===== config.mk =====
export PLATFORM = sky130hd
export DESIGN_NAME = tt_logic_exerciser_flat
export DESIGN_NICKNAME = d
export VERILOG_FILES = /design/src/rtl/tt_exerciser_pkg.sv /design/src/rtl/tt_logic_exerciser_if.sv /design/src/rtl/tt_sync_ff.sv /design/src/rtl/tt_logic_exerciser.sv /design/src/flat_wrapper.sv
export SDC_FILE = /design/constraint.sdc
export NUM_CORES = 1
export LEC_CHECK = 0
export BUFFER_PORTS_ARGS = -buffer_cell sky130_fd_sc_hd__buf_2
export CORE_UTILIZATION = 40
export CTS_CLUSTER_SIZE = 30
export DETAILED_ROUTE_END_ITERATION = 10
export GPL_TIMING_DRIVEN = 0
export SYNTH_ARGS = -nofsm -noshare
export SYNTH_HDL_FRONTEND = slang
export SYNTH_SLANG_ARGS = --single-unit

===== constraint.sdc =====
create_clock -name clk -period 3 [get_ports clk]
set_clock_uncertainty 0.15 [all_clocks]
set_input_delay 0.15 -clock clk [delete_from_list [all_inputs] [get_ports clk]]
set_output_delay 0.15 -clock clk [all_outputs]
set_load 0.01 [all_outputs]

===== src/rtl/tt_exerciser_pkg.sv =====
// Shared types and the reference truth function for the logic-tile exerciser.
package tt_exerciser_pkg;

  typedef enum logic [1:0] {
    IDLE   = 2'd0,
    DRIVE  = 2'd1,
    SAMPLE = 2'd2,
    DONE   = 2'd3
  } state_t;

  localparam logic [1:0] MODE_ANDOR = 2'b00;
  localparam logic [1:0] MODE_AND3  = 2'b01;
  localparam logic [1:0] MODE_OR3   = 2'b10;
  localparam logic [1:0] MODE_XOR3  = 2'b11;

  localparam logic [3:0] FAIL_SAT = 4'd8;

  // Expected tile response for vector {c,b,a}, a = bit 0.
  function automatic logic expected(input logic [1:0] mode, input logic [2:0] vec);
    logic result;
    case (mode)
      MODE_ANDOR: result = (vec[0] | vec[1]) & vec[2];
      MODE_AND3:  result = &vec;
      MODE_OR3:   result = |vec;
      default:    result = ^vec;
    endcase
    return result;
  endfunction

endpackage


===== src/rtl/tt_logic_exerciser_if.sv =====
// Pin bundle of the TinyTapeout user_module slot.
interface tt_logic_exerciser_if;
  logic [7:0] io_in;
  logic [7:0] io_out;

  modport master (input io_in, output io_out);
  modport slave  (output io_in, input io_out);
endinterface


===== src/rtl/tt_sync_ff.sv =====
// Multi-stage synchronizer for an asynchronous input pin, clears to 0 on reset.
module tt_sync_ff #(
  parameter int STAGES = 2
) (
  input  logic clk,
  input  logic rst,
  input  logic d,
  output logic q
);

  logic [STAGES-1:0] stage_reg;

  always_ff @(posedge clk or posedge rst) begin
    if (rst) begin
      stage_reg <= '0;
    end else begin
      stage_reg[0] <= d;
      for (int i = 1; i < STAGES; i++) begin
        stage_reg[i] <= stage_reg[i-1];
      end
    end
  end

  assign q = stage_reg[STAGES-1];

endmodule


===== src/rtl/tt_logic_exerciser.sv =====
// Walks {c,b,a} through all eight vectors, samples the tile response after a
// settle window and reports busy/done/pass and a saturating mismatch count.
module tt_logic_exerciser
  import tt_exerciser_pkg::*;
#(
  parameter int SETTLE_CYCLES = 4,
  parameter int SYNC_STAGES   = 2
) (
  input  logic                  clk,
  input  logic                  rst,
  tt_logic_exerciser_if.master  pins
);

  localparam int              CNT_W       = $clog2(SETTLE_CYCLES + 1);
  localparam logic [CNT_W-1:0] SETTLE_LAST = CNT_W'(SETTLE_CYCLES - 1);

  logic             start_sync;
  logic             resp_sync;
  logic             start_rise;
  logic             start_prev_reg;
  state_t           state_reg, state_next;
  logic [2:0]       vec_reg, vec_next;
  logic [CNT_W-1:0] settle_reg, settle_next;
  logic [3:0]       fail_reg, fail_next;
  logic [1:0]       mode_reg, mode_next;
  logic [7:0]       out_reg, out_next;
  logic             unused_pins;

  tt_sync_ff #(.STAGES(SYNC_STAGES)) u_start_sync (
    .clk (clk),
    .rst (rst),
    .d   (pins.io_in[2]),
    .q   (start_sync)
  );

  tt_sync_ff #(.STAGES(SYNC_STAGES)) u_resp_sync (
    .clk (clk),
    .rst (rst),
    .d   (pins.io_in[3]),
    .q   (resp_sync)
  );

  // clk/rst arrive on dedicated ports; their pin copies and io_in[7:6] are ignored.
  assign unused_pins = &{1'b0, pins.io_in[7:6], pins.io_in[1:0]};
  assign start_rise  = start_sync & ~start_prev_reg;

  always_comb begin
    state_next  = state_reg;
    vec_next    = vec_reg;
    settle_next = settle_reg;
    fail_next   = fail_reg;
    mode_next   = mode_reg;
    out_next    = '0;

    case (state_reg)
      IDLE, DONE: begin
        if (start_rise) begin
          state_next  = DRIVE;
          vec_next    = '0;
          settle_next = '0;
          fail_next   = '0;
          mode_next   = pins.io_in[5:4];
        end
      end
      DRIVE: begin
        if (settle_reg == SETTLE_LAST) begin
          state_next = SAMPLE;
        end else begin
          settle_next = settle_reg + 1'b1;
        end
      end
      SAMPLE: begin
        if ((resp_sync != expected(mode_reg, vec_reg)) && (fail_reg != FAIL_SAT)) begin
          fail_next = fail_reg + 4'd1;
        end
        if (vec_reg == 3'd7) begin
          state_next = DONE;
        end else begin
          vec_next    = vec_reg + 3'd1;
          settle_next = '0;
          state_next  = DRIVE;
        end
      end
      default: state_next = IDLE;
    endcase

    // Outputs are decoded from next-state values so io_out is a plain register.
    case (state_next)
      DRIVE, SAMPLE: begin
        out_next[2:0] = vec_next;
        out_next[3]   = 1'b1;
        out_next[7:6] = (fail_next > 4'd3) ? 2'd3 : fail_next[1:0];
      end
      DONE: begin
        out_next[4]   = 1'b1;
        out_next[5]   = (fail_next == 4'd0);
        out_next[7:6] = (fail_next > 4'd3) ? 2'd3 : fail_next[1:0];
      end
      default: out_next = '0;
    endcase
  end

  always_ff @(posedge clk or posedge rst) begin
    if (rst) begin
      state_reg      <= IDLE;
      vec_reg        <= '0;
      settle_reg     <= '0;
      fail_reg       <= '0;
      mode_reg       <= '0;
      start_prev_reg <= 1'b0;
      out_reg        <= '0;
    end else begin
      state_reg      <= state_next;
      vec_reg        <= vec_next;
      settle_reg     <= settle_next;
      fail_reg       <= fail_next;
      mode_reg       <= mode_next;
      start_prev_reg <= start_sync;
      out_reg        <= out_next;
    end
  end

  assign pins.io_out = out_reg;

endmodule


===== src/flat_wrapper.sv =====
// flat-port wrapper written by rule: the top's interface ports become plain ports
module tt_logic_exerciser_flat import tt_exerciser_pkg::*;
#(
  parameter int SETTLE_CYCLES = 4,
  parameter int SYNC_STAGES   = 2
)
  (clk, rst, pins_io_in, pins_io_out);
  tt_logic_exerciser_if pins_i ();
  input  logic clk;
  input  logic rst;
  input wire logic [$bits(pins_i.io_in)-1:0] pins_io_in;
  output wire logic [$bits(pins_i.io_out)-1:0] pins_io_out;
  assign pins_i.io_in = pins_io_in;
  assign pins_io_out = pins_i.io_out;
  tt_logic_exerciser #(.SETTLE_CYCLES(SETTLE_CYCLES), .SYNC_STAGES(SYNC_STAGES)) u_core (.clk(clk), .rst(rst), .pins(pins_i));
endmodule

; After elaboration in Yosys (flattened, before gate mapping)
; Index checks and enable logic that the tools add are counted.
[classes]
add_sub_neg = 3
multipliers = 0
div_mod_pow = 0
order_cmp = 1
n_eq_ne = 15
shift = 0
n_mux = 20
n_bitwise = 4
n_reduce_logical = 12
[ops]
columns = op, n
row1 = $mux W3, 5
row2 = $mux W2, 6
row3 = $mux W4, 3
row4 = $eq A2 B2 Y1 const B, 5
row5 = $pmux W3 S3, 1
row6 = $pmux W4 S2, 1
row7 = $add A3 B1 Y3 const B, 2
row8 = $eq A2 B1 Y1 const B, 3
row9 = $pmux W2 S3, 1
row10 = $pmux W3 S2, 1
row11 = $reduce_and A3 Y1, 2
row12 = $reduce_or A3 Y1, 2
row13 = $add A4 B1 Y4 const B, 1
row14 = $gt A4 B2 Y1 const B, 1
row15 = $logic_not A2 Y1, 2
row16 = $logic_not A4 Y1, 1
row17 = $ne A2 B2 Y1 const B, 2
row18 = $ne A4 B4 Y1 const B, 1
row19 = $reduce_or A2 Y1, 2
row20 = $eq A3 B2 Y1 const B, 1
row21 = $eq A3 B3 Y1 const B, 1
row22 = $pmux W1 S3, 1
row23 = $reduce_xor A3 Y1, 1
row24 = $and A1 B1 Y1, 2
row25 = other kinds (7), 7
[totals]
ff_bits = 27
latch_bits = 0
ramBits = 0
romBits = 0
input_bits = 10
out_inout_bits = 8
elab_cells = 64
mem_count = 0

; Logic depth before layout (Yosys ltp)
; Gate-level depths: netlist (run 1).
[depth]
ltp_word = 11
ltp_mapped = 10
mapped_depth_nobuf = 9

; Hierarchy
; Synthesis (run 1) repeated with hierarchy kept, for this count alone.
[hier_totals]
hier_cells = 129
hier_area_um2 = 1392.6
[by_module_without_submodules]
columns = mod, n_inst, cells_each, area_each_um2, seq_area_each_um2
row1 = tt_logic_exerciser, 1, 123, 1285.0, 575.6
row2 = tt_sync_ff, 2, 3, 53.8, 50.0

; Worst setup path after synthesis (run 1)
; OpenSTA, ideal clock, no wires.
[synth_timing]
kind = register to register
from = reg u_core.vec_reg[0]
to = reg u_core.out_reg[5] (netlist: u_core.pins.io_out[5])
setup_time_ps = 120
arrival_ps = 2327
required_ps = 2730
path_slack_ps = 404
path_stages_with_launch = 10
path_buffers = 0
synth_period_minus_slack_ps = 2596
cell_sequence = dfrtp_1 -> inv_1 -> ha_1 -> and3_1 -> o21a_1 -> or4_4 -> a2111o_1 -> o311ai_2 -> a2111oi_4 -> and3_1
[synth_via]
elab_chain_len = 10
elab_cells_between_ends = 17
cone_classes = eq/ne: 3 / mux: 7 / bitwise: 2 / reduce/logical: 5
[synth_rtl]
columns = element, line
row1 = start: declaration, tt_logic_exerciser.sv:22  ; logic [2:0] vec_reg, vec_next;
row2 = start signal: assignment, tt_logic_exerciser.sv:114  ; vec_reg <= vec_next;
row3 = $or A1 B1 Y1, tt_exerciser_pkg.sv:22  ; MODE_ANDOR: result = (vec[0] | vec[1]) & vec[2];
row4 = $and A1 B1 Y1, tt_exerciser_pkg.sv:22
row5 = $pmux W1 S3 *, tt_exerciser_pkg.sv:21  ; case (mode)
row6 = $mux W1 *, tt_logic_exerciser.sv:55  ; case (state_reg)
row7 = $ne A1 B1 Y1 *, tt_logic_exerciser.sv:73  ; if ((resp_sync != expected(mode_reg, vec_reg)) && (fail_reg != FAIL_SAT)) begin
row8 = $logic_and A1 B1 Y1 *, tt_logic_exerciser.sv:73
row9 = $mux W4 *, tt_logic_exerciser.sv:73
row10 = $pmux W4 S2 *, tt_logic_exerciser.sv:55
row11 = via u_core.fail_next[1], tt_logic_exerciser.sv:24  ; logic [3:0] fail_reg, fail_next;
row12 = $logic_not A4 Y1 *, tt_logic_exerciser.sv:96  ; out_next[5] = (fail_next == 4'd0);
row13 = $mux W2 *, tt_logic_exerciser.sv:88  ; case (state_next)
row14 = via u_core.out_next[5], tt_logic_exerciser.sv:26  ; logic [7:0] out_reg, out_next;
row15 = end signal: assignment, tt_logic_exerciser.sv:119  ; out_reg <= out_next;
row16 = end: declaration, tt_logic_exerciser.sv:26
; Mark *: on every way through the listed nets, which the timed path passes. The rest lies on a longest branch. The select of a mux whose other input is x is not followed.
; A chain may end at the register's enable or synchronous reset.

; Final worst setup path (run 1)
; Ends and elaborated chain as after synthesis.

==> results.md, run 1 <==
- Outcome: complete, no violations
- Area of the multi-input gates: ~600 sq um
- DRC Markers: 0
- Detailed Routing Iterations Pass 1: 4
- Number of non-filler instances in the completed layout: 192
- Nets@finish: between 150 and 200
- Max reg flops: 8
- Max-slew headroom: roughly 34%
- Final period util: 93.6%
- Final Max Tran Viols: 0
- Initial antenna violation count: 0
- Hold crit path type: flip-flop to flip-flop
- Crit path DAT: 2.95 ns
- Final WL: 2.47 mm
- Die area: ~3500 sq um
- Via density: ~5.0
- Unique masters post-synth: 31
- Die width: 59.6 um
- Final hold vios: 0
- Total congestion overflow: 0
- Final core utilization: between 40% and 50%
- Mapped Area: 1330 sq um
- Vias in the first global route: 925
- Die Y: roughly 60 um
- Final worst setup slack: 0.192 ns
- Required time of the worst setup path: 3.14 ns
- Post-synth EDFFs: 0
- Post-CTS setup buffers: 0
- IO buf count: 13
- CTS clock-pin slew for the worst setup and hold paths: 0.16 ns
- HPWL Detailed: 1.82 mm
- CP endpoint kind: flip-flop
- Num rows: 20
- Hold_sp: u_core.u_start_sync.stage_reg[0]$_DFF_PP0_
- CTS Hold Bufs: 5
- Setup crit start kind: flip-flop
- Fillers: approximately 320
- Dpl cells: between 150 and 200
- Largest net degree at the start of global routing: 28
- Area Growth Syn to Fin: 15.2%
- Max-cap violation count: 0
- Hold WS: 0.229 ns
- FFs w/ async S/R, synth: 100%
- Syn nets: 146
- Setup TNS: 0 ns
- Most common cell after layout, fill and taps aside: dfrtp_1
- Fraction of layout cells with a size suffix above 1: ~18%
- WS Path Type: flip-flop to flip-flop
- CP dominant cell by count: and3_1
- Worst path max stage delay: between 0.4 and 0.5 ns
- Crit path launch: u_core.vec_reg[0]$_DFF_PP0_
- Final setup viols: 0
- Seq/Total Area, Yosys: 50.9%
- ANT cells: 0
- Flip-flop and latch area: between 600 and 700 sq um
- Clk root buf: clkbuf_4
- CTS tree: yes
- Tot GR Track Use: 16.5%
- First-pass GRT wire length: 4.26 mm
- Leakage: 0.000765 uW
- Iter 0 DRT Violations: 17
- Reg-to-reg startpoint: u_core.vec_reg[0]$_DFF_PP0_
- Syn Area/Cell: 10.5 sq um
- Core area: 3100 sq um
- Setup WS pre-CTS: 0.231 ns
- Final ANT Viol Nets: 0
- Initial core utilization: 42.7%
- Worst slew pin tran: 0.993 ns
- CP Cell Sequence: inv_1 > ha_1 > and3_1 > o21a_1 > or4_4 > a21oi_2 > o311ai_2 > a2111oi_4 > and3_1
- Gate count after technology mapping: between 100 and 150
- Commonest cells after routing, fill and taps aside: dfrtp_1, inv_1, buf_2
- Ys Warns: 0
- Tmin final: 2.81 ns
- Fmax: 356 MHz
- Post_cts resized: 0
- RD Place Congestion: 0.815
- Total number of vias: 957
- H-tree depth: 1
- CTS Buf Count: 3
- Peak VDD IR: 0.391 mV
- Drt wl/cell: 12.8 um
- Clock tree buffer depth: 2
- Slowest CP cell: or4_4
- Top-level port count: 18
- Crit path max fanout: 4
- Post-synth top flop: dfrtp_1
- RSZ-0062 raised after global routing: false
- FF+latch count, synth: 27
- Sinks on the clock net: 27
- Power Dens Cells: about 800 nW/um^2
- Clk_lat worst skew: between 0.3 and 0.4 ns
## layer usage
layer / GRT usage (%) / part of all wire (%) / vias up
met5: 0 / 0 / -
met4: 3.99 / 0.69 / 0
met3: 5.24 / 4.9 / 2
met2: 26.5 / 46 / 21
met1: 21.7 / 48 / 465
li1: - / - / 469
## kinds of logic after synthesis
| kind of cell | share of synthesized area (%) |
|---|---|
| xor gates and xnor gates | 0.660 |
| muxes | 3.21 |
| adders and majority gates | 9.43 |
| and+or+nand+nor | 13.3 |
| buffers and inverters | 5.09 |
| AOI/OAI and AO/OA | 17.4 |
| DFF | 50.9 |
## area by class of cell
cell class / instances / area share, %
clock buffers: 3 / 1.47
multi-input cells: 81 / 38.2
repair buffers: 18 / 7.53
inverters: 17 / 4.18
plain buffers: 1 / 0.246
clock inverters: 1 / 0.573
flip-flops and latches: 27 / 44.2
well taps: 44 / 3.60
## metrics by stage
stage	power, uW	instance area (sq um)
global route	1360	1530
floorplan	916	1330
global placement	1040	1450
finish	1240	1530
CTS	1250	1530
detailed placement	1070	1450
## worst max-delay path, delay by kind of cell, from the launching register on
kind	cells	cell delay, ns
DFF	1	0.40
adders and majority gates	1	0.34
and+or+nand+nor	3	0.85
AOI/OAI and AO/OA	4	0.92
buffers and inverters	1	0.08
## cells in the mapped netlist (2+ instances only)
| master | number | area (sq um) |
|---|---|---|
| dfrtp_1 | 27 | 676 |
| inv_1 | 16 | 60.1 |
| a21oi_1 | 10 | 50.1 |
| ha_1 | 10 | 125 |
| nand2_1 | 10 | 37.5 |
| nor2_1 | 8 | 30.0 |
| o21ai_0 | 6 | 30.0 |
| and2_1 | 5 | 31.3 |
| nand3_1 | 4 | 20.0 |
| and3_1 | 3 | 18.8 |
| a211oi_1 | 2 | 15.0 |
| mux2_2 | 2 | 22.5 |
| mux2i_1 | 2 | 20.0 |
| nand2b_1 | 2 | 12.5 |
| o21a_1 | 2 | 15.0 |
| o22ai_1 | 2 | 12.5 |
## power by group
group | switching [uW] | internal (uW)
Sequential | 55.2 | 448
Clock | 118 | 54.5
Combinational | 343 | 217
## path summary, 6_finish.rpt
check | to | slack, ns | depth (start not counted)
setup / recovery | u_core.pins.io_out[5]$_DFF_PP0_ | 0.19 | 9
hold / removal | u_core.u_start_sync.stage_reg[1]$_DFF_PP0_ | 0.23 | 0
setup reg to reg | u_core.pins.io_out[5]$_DFF_PP0_ | 0.19 | 9
hold reg to reg | u_core.u_start_sync.stage_reg[1]$_DFF_PP0_ | 0.23 | 0
max in group asynchronous | u_core.fail_reg[2]$_DFF_PP0_ | 1.67 | 3
min in group asynchronous | u_core.u_start_sync.stage_reg[0]$_DFF_PP0_ | 0.42 | 3
Power figures use the tool's default switching activity.
==> inputs of run 2 (changes only) <==
- CORE_UTILIZATION: 40 -> 50
- PLACE_DENSITY: unset -> 0.71
==> results.md, run 2 (same netlist as run 1, synthesis figures left out) <==
- Detailed Routing Iterations Pass 1: 4 (unchanged)
- Initial core utilization: 53.1% (+10 points)
- First-pass GRT wire length: 3.61 mm (-15%)
- Drt wl/cell: 12.5 um (-2.8%)
- Commonest cells after routing, fill and taps aside: dfrtp_1, inv_1, buf_2
- Vias in the first global route: 808 (-13%)
- Final setup viols: 0 (unchanged)
- Final WL: 2.22 mm (-9.9%)
- Worst slew pin tran: 0.973 ns (-0.0199 ns)
- Total power: 1210 uW (-1.9%)
- Crit path max fanout: 4 (unchanged)
- CTS clock-pin slew for the worst setup and hold paths: 0.15 ns (about the same)
- Initial antenna violation count: 0 (unchanged)
- CTS tree: yes
- Fmax: 361 MHz (+1.4%)
- Number of non-filler instances in the completed layout: 178 (-7.3%)
- Total number of vias: 931 (-2.7%)
- Setup TNS: 0 ns (unchanged)
- Area Growth Syn to Fin: 13.9%
- Required time of the worst setup path: 3.13 ns (about the same)
- WS Path Type: flip-flop to flip-flop
- Final core utilization: 60.4% (+11 points)
- HPWL Detailed: 1.72 mm (-5.4%)
- Dpl cells: 169 (-7.7%)
- Largest net degree at the start of global routing: 28 (unchanged)
- Sinks on the clock net: 27 (unchanged)
- RSZ-0062 raised after global routing: false
- Hold crit path type: flip-flop to flip-flop
- RD Place Congestion: 0.818 (+0.41%)
- Crit path DAT: 2.90 ns (-0.05 ns)
- Fillers: 210 (-33%)
- DP Area: 1430 sq um (-1.2%)
- Final hold vios: 0 (unchanged)
- CTS Hold Bufs: 5 (unchanged)
- Num rows: 18 (-10%)
- Tmin final: 2.77 ns (-0.0394 ns)
- Power Dens Cells: 803 nW/um^2 (-0.81%)
- Total congestion overflow: 0 (unchanged)
- Die width: 53.5 um (-10%)
- Iter 0 DRT Violations: 22 (+5)
- Peak VDD IR: 0.596 mV (+52%)
- IO buf count: 13 (unchanged)
- Post_cts resized: 0 (unchanged)
- Final Max Tran Viols: 0 (unchanged)
- Setup crit start kind: flip-flop
- Leakage: 0.000765 uW (unchanged)
- Die Y: 53.5 um (-10%)
- DRC Markers: 0 (unchanged)
- Max-slew headroom: 35.1% (+1.3 points)
- CTS Buf Count: 3 (unchanged)
- Final period util: 92.3% (-1.3 points)
- Via density: 5.23 (+4.9%)
- Die area: 2860 sq um (-19%)
- Post-CTS setup buffers: 0 (unchanged)
- Top-level port count: 18 (unchanged)
- Core area: 2500 sq um (-19%)
- Post-Layout Inst Area: 1510 sq um (-1.1%)
- Max-cap violation count: 0 (unchanged)
- H-tree depth: 1 (unchanged)
- Outcome: complete, no violations
- Clock tree buffer depth: 2 (unchanged)
- Most common cell after layout, fill and taps aside: dfrtp_1
- Clk_lat worst skew: 0.33 ns (about the same)
- Clk root buf: clkbuf_4
- Nets@finish: 169 (unchanged)
- Final ANT Viol Nets: 0 (unchanged)
- CP endpoint kind: flip-flop
- Tot GR Track Use: 17.9% (+1.3 points)
- ANT cells: 0 (unchanged)
- Fraction of layout cells with a size suffix above 1: 17.6% (unchanged)
- Max reg flops: 8 (unchanged)
==> run 2: cell counts in the layout (fill, tap and decap cells not counted) <==
Identical to the previous run, type by type.
==> run 2: worst paths after layout <==
path / cells after the start / slack [ns] / from / endpoint
worst max-delay path: 9 / 0.23 / u_core.vec_reg[0]$_DFF_PP0_ / u_core.pins.io_out[5]$_DFF_PP0_
worst min-delay path: 0 / 0.23 / u_core.u_resp_sync.stage_reg[0]$_DFF_PP0_ / u_core.u_resp_sync.stage_reg[1]$_DFF_PP0_
worst max register to register: 9 / 0.23 / u_core.vec_reg[0]$_DFF_PP0_ / u_core.pins.io_out[5]$_DFF_PP0_
worst min register to register: 0 / 0.23 / u_core.u_resp_sync.stage_reg[0]$_DFF_PP0_ / u_core.u_resp_sync.stage_reg[1]$_DFF_PP0_
max in group asynchronous: 3 / 1.70 / rst / u_core.vec_reg[0]$_DFF_PP0_
min in group asynchronous: 3 / 0.41 / rst / u_core.state_reg[1]$_DFF_PP0_
==> run 2: final cells by class <==
| class | count | area, sq um | share of cell area, % |
|---|---|---|---|
| inverter | 17 | 63.8 | 4.23 |
| multi-input combinational | 81 | 583 | 38.6 |
| sequential | 27 | 676 | 44.7 |
| clock inverter | 1 | 8.76 | 0.580 |
| clock buffer | 3 | 22.5 | 1.49 |
| tap | 30 | 37.5 | 2.49 |
| buffer | 1 | 3.75 | 0.249 |
| timing repair buffer | 18 | 115 | 7.62 |
==> run 2: metrics by stage <==
stage,setup WS [ns],hold WS (ns)
final,0.231,0.226
after global routing,0.0889,0.233
after CTS,0.212,0.228
after detailed placement,0.254,0.115
after global placement,0.277,0.110
after floorplan,0.404,0.0314
==> run 2: critical path: stages (launching register included) <==
cell	delay, ns
dfrtp_1	0.40
inv_1	0.08
ha_1	0.32
and3_1	0.19
o21a_1	0.18
or4_4	0.45
a21oi_1	0.21
xor2_1	0.16
a2111oi_4	0.38
and3_1	0.19
==> run 2: power by group <==
| group | internal (uW) | total (uW) | switching, uW |
|---|---|---|---|
| combinational | 216 | 544 | 328 |
| sequential | 448 | 503 | 54.7 |
| clock | 54.4 | 165 | 111 |
| total | 719 | 1210 | 493 |
==> run 2: per-layer routing <==
metal	GRT usage, %	vias to the layer above	routed length, um
met5	0	-	0
met4	2.63	0	10
met2	29.0	17	1050
met1	23.8	439	1050
li1	-	473	-
met3	5.46	2	109
